`src/rtl/nlfsr_pkg.sv`:
```
// rtl/nlfsr_pkg.sv - shared types and constants for the NLFSR tap search
package nlfsr_pkg;

    // Width of one tap-index field in a combination bus.
    localparam int TAP_W = 8;

    // Extra cycles granted beyond the full 2^SIZE period before giving up.
    localparam int TIMEOUT_MARGIN = 8;

    // Enumerator control states.
    typedef enum logic [2:0] {
        ST_IDLE = 3'd0,
        ST_LOAD = 3'd1,
        ST_RUN  = 3'd2,
        ST_HIT  = 3'd3,
        ST_EMIT = 3'd4,
        ST_NEXT = 3'd5,
        ST_DONE = 3'd6
    } state_e;

    // Increment that sticks at all-ones instead of wrapping.
    function automatic logic [31:0] sat_inc(input logic [31:0] v);
        return (v == 32'hFFFF_FFFF) ? v : v + 32'd1;
    endfunction

endpackage

```
`src/rtl/nlfsr_tap_enumerator_tap_comb_next.sv`:
```
// rtl/nlfsr_tap_enumerator_tap_comb_next.sv - lexicographic next-combination logic
module tap_comb_next
    import nlfsr_pkg::*;
#(
    parameter int NUM_OF_TAPS = 6,
    parameter int MAX_IDX     = 10
) (
    input  logic [NUM_OF_TAPS*TAP_W-1:0] cur_comb,
    output logic [NUM_OF_TAPS*TAP_W-1:0] nxt_comb,
    output logic                         exhausted
);

    // Index (1-based) of the field being bumped; 0 means no field can move.
    int pivot;
    logic [TAP_W-1:0] prev;

    // Find the highest field with headroom, bump it and repack everything above it.
    always_comb begin
        pivot = 0;
        for (int j = 1; j <= NUM_OF_TAPS; j++) begin
            // Field j may grow only while the fields above it still fit below MAX_IDX.
            if (int'(cur_comb[j*TAP_W-1 -: TAP_W]) < (MAX_IDX - (NUM_OF_TAPS - j))) begin
                pivot = j;
            end
        end

        exhausted = (pivot == 0);
        nxt_comb  = cur_comb;
        prev      = '0;
        for (int k = 1; k <= NUM_OF_TAPS; k++) begin
            if (pivot != 0 && k == pivot) begin
                nxt_comb[k*TAP_W-1 -: TAP_W] = cur_comb[k*TAP_W-1 -: TAP_W] + TAP_W'(1);
            end else if (pivot != 0 && k > pivot) begin
                nxt_comb[k*TAP_W-1 -: TAP_W] = prev + TAP_W'(1);
            end
            prev = nxt_comb[k*TAP_W-1 -: TAP_W];
        end
    end

endmodule

```
`src/rtl/nlfsr_tap_enumerator.sv`:
```
// rtl/nlfsr_tap_enumerator.sv - tap-combination search controller for one period checker
module nlfsr_tap_enumerator
    import nlfsr_pkg::*;
#(
    parameter int SIZE        = 11,
    parameter int NUM_OF_TAPS = 6,
    parameter int MAX_IDX     = SIZE - 1
) (
    input  logic                         clk,
    input  logic                         res,
    input  logic                         start,
    input  logic                         found,
    input  logic                         failure,
    output logic                         chk_res,
    output logic                         chk_ena,
    output logic [NUM_OF_TAPS*TAP_W-1:0] co_buf,
    output logic                         hit_valid,
    input  logic                         hit_ready,
    output logic [NUM_OF_TAPS*TAP_W-1:0] hit_taps,
    output logic                         busy,
    output logic                         done,
    output logic [31:0]                  tested_cnt,
    output logic [31:0]                  hit_cnt
);

    localparam int CW = NUM_OF_TAPS * TAP_W;

    // Combination c_j = j, the start of the lexicographic walk.
    function automatic logic [CW-1:0] first_comb();
        logic [CW-1:0] c;
        c = '0;
        for (int j = 1; j <= NUM_OF_TAPS; j++) begin
            c[j*TAP_W-1 -: TAP_W] = TAP_W'(j);
        end
        return c;
    endfunction

    localparam logic [CW-1:0] FIRST_COMB = first_comb();

    // A full period is 2^SIZE steps; a checker silent past this is treated as failed.
    localparam logic [35:0] TIMEOUT_LIMIT = (36'd1 << SIZE) + 36'(TIMEOUT_MARGIN);

    state_e         state_q, state_d;
    logic [CW-1:0]  co_buf_q, co_buf_d;
    logic [CW-1:0]  hit_taps_q, hit_taps_d;
    logic [31:0]    tested_q, tested_d;
    logic [31:0]    hit_cnt_q, hit_cnt_d;
    logic [35:0]    timeout_q, timeout_d;
    logic           chk_res_q, chk_res_d;
    logic           chk_ena_q, chk_ena_d;
    logic           hit_valid_q, hit_valid_d;
    logic           busy_q, busy_d;
    logic           done_q, done_d;

    logic [CW-1:0]  nxt_comb;
    logic           exhausted;

    tap_comb_next #(
        .NUM_OF_TAPS (NUM_OF_TAPS),
        .MAX_IDX     (MAX_IDX)
    ) u_next (
        .cur_comb  (co_buf_q),
        .nxt_comb  (nxt_comb),
        .exhausted (exhausted)
    );

    // State transitions, combination stepping, counters and timeout.
    always_comb begin
        state_d    = state_q;
        co_buf_d   = co_buf_q;
        hit_taps_d = hit_taps_q;
        tested_d   = tested_q;
        hit_cnt_d  = hit_cnt_q;
        timeout_d  = timeout_q;

        case (state_q)
            ST_IDLE, ST_DONE: begin
                if (start) begin
                    state_d   = ST_LOAD;
                    co_buf_d  = FIRST_COMB;
                    tested_d  = '0;
                    hit_cnt_d = '0;
                end
            end
            ST_LOAD: begin
                timeout_d = '0;
                state_d   = ST_RUN;
            end
            ST_RUN: begin
                timeout_d = timeout_q + 36'd1;
                // Failure (explicit or by timeout) outranks a simultaneous found.
                if (failure || timeout_d == TIMEOUT_LIMIT) begin
                    state_d = ST_NEXT;
                end else if (found) begin
                    state_d = ST_HIT;
                end
            end
            ST_HIT: begin
                hit_taps_d = co_buf_q;
                state_d    = ST_EMIT;
            end
            ST_EMIT: begin
                if (hit_ready) begin
                    hit_cnt_d = sat_inc(hit_cnt_q);
                    state_d   = ST_NEXT;
                end
            end
            ST_NEXT: begin
                tested_d = sat_inc(tested_q);
                if (exhausted) begin
                    state_d = ST_DONE;
                end else begin
                    co_buf_d = nxt_comb;
                    state_d  = ST_LOAD;
                end
            end
            default: begin
                state_d = ST_IDLE;
            end
        endcase
    end

    // Outputs are decoded from the upcoming state so they are registered yet aligned with it.
    always_comb begin
        chk_res_d   = (state_d == ST_LOAD);
        chk_ena_d   = (state_d == ST_RUN);
        hit_valid_d = (state_d == ST_EMIT);
        done_d      = (state_d == ST_DONE);
        busy_d      = (state_d != ST_IDLE) && (state_d != ST_DONE);
    end

    // State and output registers; reset drops any pending hit immediately.
    always_ff @(posedge clk or posedge res) begin
        if (res) begin
            state_q     <= ST_IDLE;
            co_buf_q    <= FIRST_COMB;
            hit_taps_q  <= '0;
            tested_q    <= '0;
            hit_cnt_q   <= '0;
            timeout_q   <= '0;
            chk_res_q   <= 1'b0;
            chk_ena_q   <= 1'b0;
            hit_valid_q <= 1'b0;
            busy_q      <= 1'b0;
            done_q      <= 1'b0;
        end else begin
            state_q     <= state_d;
            co_buf_q    <= co_buf_d;
            hit_taps_q  <= hit_taps_d;
            tested_q    <= tested_d;
            hit_cnt_q   <= hit_cnt_d;
            timeout_q   <= timeout_d;
            chk_res_q   <= chk_res_d;
            chk_ena_q   <= chk_ena_d;
            hit_valid_q <= hit_valid_d;
            busy_q      <= busy_d;
            done_q      <= done_d;
        end
    end

    assign chk_res    = chk_res_q;
    assign chk_ena    = chk_ena_q;
    assign co_buf     = co_buf_q;
    assign hit_valid  = hit_valid_q;
    assign hit_taps   = hit_taps_q;
    assign busy       = busy_q;
    assign done       = done_q;
    assign tested_cnt = tested_q;
    assign hit_cnt    = hit_cnt_q;

endmodule

```
`config.mk`:
```
export PLATFORM = sky130hd
export DESIGN_NAME = nlfsr_tap_enumerator
export DESIGN_NICKNAME = d
export VERILOG_FILES = /design/src/rtl/nlfsr_pkg.sv /design/src/rtl/nlfsr_tap_enumerator_tap_comb_next.sv /design/src/rtl/nlfsr_tap_enumerator.sv
export SDC_FILE = /design/constraint.sdc
export NUM_CORES = 1
export LEC_CHECK = 0
export BUFFER_PORTS_ARGS = -buffer_cell sky130_fd_sc_hd__buf_2
export CORE_MARGIN = 3
export CORE_UTILIZATION = 60
export DETAILED_ROUTE_END_ITERATION = 16
export GPL_ROUTABILITY_DRIVEN = 0
export PLACE_DENSITY = 0.95
export SLEW_MARGIN = 5
export SYNTH_ARGS = -nofsm -noshare
export SYNTH_HDL_FRONTEND = slang
export SYNTH_SLANG_ARGS = --single-unit
```
`constraint.sdc`:
```
create_clock -name clk -period 11.9 [get_ports clk]
set_clock_uncertainty 0.1 [all_clocks]
set_input_delay 0 -clock clk [delete_from_list [all_inputs] [get_ports clk]]
set_output_delay 0 -clock clk [all_outputs]
set_load 0.02 [all_outputs]
```
==> flow_summary.json <==
{
  "cp.required_ps": 12210,
  "detail-route-antenna-nets": 0,
  "wire_per_inst_microns": 18.0,
  "ys_async_sr_fraction_pct": 100,
  "ys_types": 74,
  "cp.arrival_ps": 6730,
  "mappedNetlistNets": 1154,
  "p_int_mw": 1.32,
  "route.vias.total": 9554,
  "fin_crit_sh_pct": 54.0,
  "die_h_microns": 139,
  "clock_latency_ps": 490,
  "final_cell_count_no_fill": 1528,
  "yosysWarningCount": 0,
  "grt_antenna_before_repair": 0,
  "r2r_slack_ps": 5480,
  "timing.hold.ws_ps": 30.6,
  "critPathMaxStageDelay_ps": 600,
  "synth.yosys.seq_area_share_pct": 48.2,
  "final_nets": 1313,
  "cp_slowest_cell": "dfstp_2",
  "remaining_drc_errors": 0,
  "firstDrtPassIters": 7,
  "ys_ff_latch": 204,
  "synth_edf_count": 0,
  "cts_root_buf": "clkbuf_16",
  "drt_iter0_markers": 1153,
  "p_sw_share_pct": 35.6,
  "whs_path_depth": 4,
  "drv_slew": 0,
  "core_sq_um": 16900,
  "cts_resized": 0,
  "fillers": 1170,
  "leakage_nw": 5.91,
  "finalSetupViolCount": 0,
  "power.density_nw_per_um2": 166,
  "finalHoldViolCount": 0,
  "die_width_microns": 139,
  "cts_buffers": 22,
  "reg2reg_to": "co_buf[42]",
  "crit_fanout": 12,
  "outcome": "completed",
  "dp_hpwl_microns": 19200,
  "hold_path.class": "primary input to register",
  "p_sw_mw": 0.732,
  "hold_path_startpoint": "hit_ready",
  "ir_drop_mv": 0.128,
  "combinationalPowerShare_pct": 27.8,
  "grtUsageTotal_pct": 27.8,
  "worst_r2r_path_depth": 28,
  "clock.fmax_ghz": 0.156,
  "htree_levels": 1,
  "rows": 47,
  "dp.cells": 1483,
  "worst_pin_slew_ps": 1030,
  "path_class": "register to register",
  "synth_flop_cell": "dfrtp_1",
  "final_util_pct": 73.0,
  "grt_max_degree": 123,
  "portBuffers": 170,
  "dpl_cell_area_sq_um": 11600,
  "tritoncts": "yes",
  "synthesis.area_sq_um": 10600,
  "r2r-start": "co_buf[32]",
  "initial_utilization_pct": 62.6,
  "slew_headroom_pct": 31.3,
  "routed_wl_microns": 27500,
  "startpoint_type": "register",
  "rsz0062_at_grt": "no",
  "synthToLayoutAreaGrowth_pct": 16.6,
  "clock-sinks": 204,
  "drive_gt1_share_pct": 21.5,
  "maxCapViolCount": 0,
  "hold-path-endpoint": "hit_cnt[0]",
  "grt_pass1_wl_microns": 45900,
  "synthCells": 1133,
  "design.die.area_sq_um": 19300,
  "seqPwrFrac_pct": 40.7,
  "clkPwrFrac_pct": 31.5,
  "grt_pass1_vias": 9223,
  "post_drt_via_cell_ratio": 6.25,
  "cpMostUsedCell": "ha_1",
  "syn_area_per_cell_sq_um": 9.36,
  "io_pins": 171,
  "end_kind": "register",
  "diodes": 0,
  "post-route-cell-area_sq_um": 12400,
  "cts.clk_slew.worst_paths_ps": 70,
  "fin_setup_tns_ps": 0,
  "clockBufferDepth": 3,
  "grt_overflow": 0,
  "period_minus_slack_ps": 6420
}
==> synth_stat cells, types with 19 or more instances <==
cell type / n / share of area [%]
clkbuf_1: 42 / 1.5
nor3_1: 19 / 0.90
nand2_1: 128 / 4.5
inv_1: 33 / 1.2
a21oi_1: 41 / 1.9
nand3_1: 52 / 2.5
xnor2_1: 21 / 1.7
o21ai_0: 107 / 5.0
nand4_1: 27 / 1.6
nor2_1: 120 / 4.2
xor2_1: 46 / 3.8
or3_1: 24 / 1.4
mux2_2: 38 / 4.0
dfrtp_1: 195 / 46
a31oi_1: 21 / 1.2
==> metrics by stage <==
step                total power [mW]  worst slack [ps]
finish                          2.05              5480
global route                    2.15              5190
CTS                             2.05              5610
detailed placement              1.40              5660
global placement                1.38              5990
floorplan                       1.22              6250
==> power by group through the flow <==
stage               Combinational, mW  Clock, mW  Sequential (mW)
CTS                             0.565      0.654            0.834
global placement                0.539          0            0.838
global route                    0.619      0.686            0.846
detailed placement              0.556          0            0.845
finish                          0.572      0.646            0.836
floorplan                       0.328          0            0.888
==> worst max-delay path: cells and delay by family (launching register included) <==
| kind | cells | cell delay (ps) |
|---|---|---|
| and+or+nand+nor | 10 | 1840 |
| adders and majority gates | 6 | 1760 |
| DFF | 1 | 600 |
| buffers and inverters | 2 | 300 |
| AOI/OAI and AO/OA | 9 | 1620 |
| muxes | 1 | 120 |
==> cell usage in the layout (no fill, tap or decap), types with 9 or more instances in the layout <==
cell,netlist,final
a31oi_1,21,21
dfstp_2,9,9
buf_2,1,170
nand4_1,27,27
nand2_1,128,128
and2_1,10,10
nor2_1,120,120
dfrtp_1,195,195
or3_1,24,24
nor4_1,15,15
nand3_1,52,52
clkbuf_16,0,23
ha_1,15,15
nor2b_1,13,13
a21oi_1,41,41
and3_1,15,15
inv_1,33,32
o21ai_0,107,107
buf_4,0,10
mux2_2,38,38
o31ai_1,12,12
nor3_1,19,18
xor2_1,46,46
xnor2_1,21,21
==> timing repair <==
| item | 4_1_cts | 5_1_grt |
|---|---|---|
| hold buffers | 5 | 0 |
| buffers inserted | 0 | 0 |
| setup endpoints to repair | 0 | 0 |
| endpoints found under the hold margin | 118 | 0 |
==> kinds of logic (layout without fill, tap and decap cells) <==
family | after synthesis | count (layout) | synth area share [%]
simple gates | 461 | 461 | 21.2
compound gates | 255 | 255 | 15.0
flops | 204 | 204 | 48.2
buf+inv | 83 | 258 | 3.02
xor+xnor | 68 | 68 | 5.79
mux | 47 | 47 | 5.00
fa+ha+maj | 15 | 15 | 1.77
==> registers in the layout, summed over array words and instances, names as in the netlist <==
register	cells
done	1
hit_taps	48
timeout_q	36
state_q	3
chk_ena	1
co_buf	48
tested_cnt	32
busy	1
hit_cnt	32
hit_valid	1
chk_res	1
==> layer usage <==
layer	vias to the layer above	part of all wire, %	track usage, %
li1	4370	-	-
met1	4620	40	36.7
met2	475	49	47.7
met3	89	7.5	3.90
met4	0	2.9	9.22
met5	-	0	0
==> cell type report <==
cell class              count  area (sq um)  share of cell area, %
clock buffers              33           653                   5.28
clock inverters             7          35.0                  0.283
inverters                  33           131                   1.06
multi-input cells         846          5180                   41.9
flip-flops and latches    204          5120                   41.4
well taps                 220           275                   2.23
repair buffers            185           976                   7.89
==> how the worst max path moves through the flow <==
stage	startpoint	end	slack, ps	depth (start not counted)
global route	co_buf[32]	co_buf[42]	5190	29
detailed placement	co_buf[32]	co_buf[42]	5660	28
CTS	co_buf[32]	co_buf[42]	5610	28
finish	co_buf[32]	co_buf[42]	5480	28
global placement	co_buf[32]	co_buf[42]	5990	29
floorplan	res	busy	6250	1
Power figures use the tool's default switching activity.
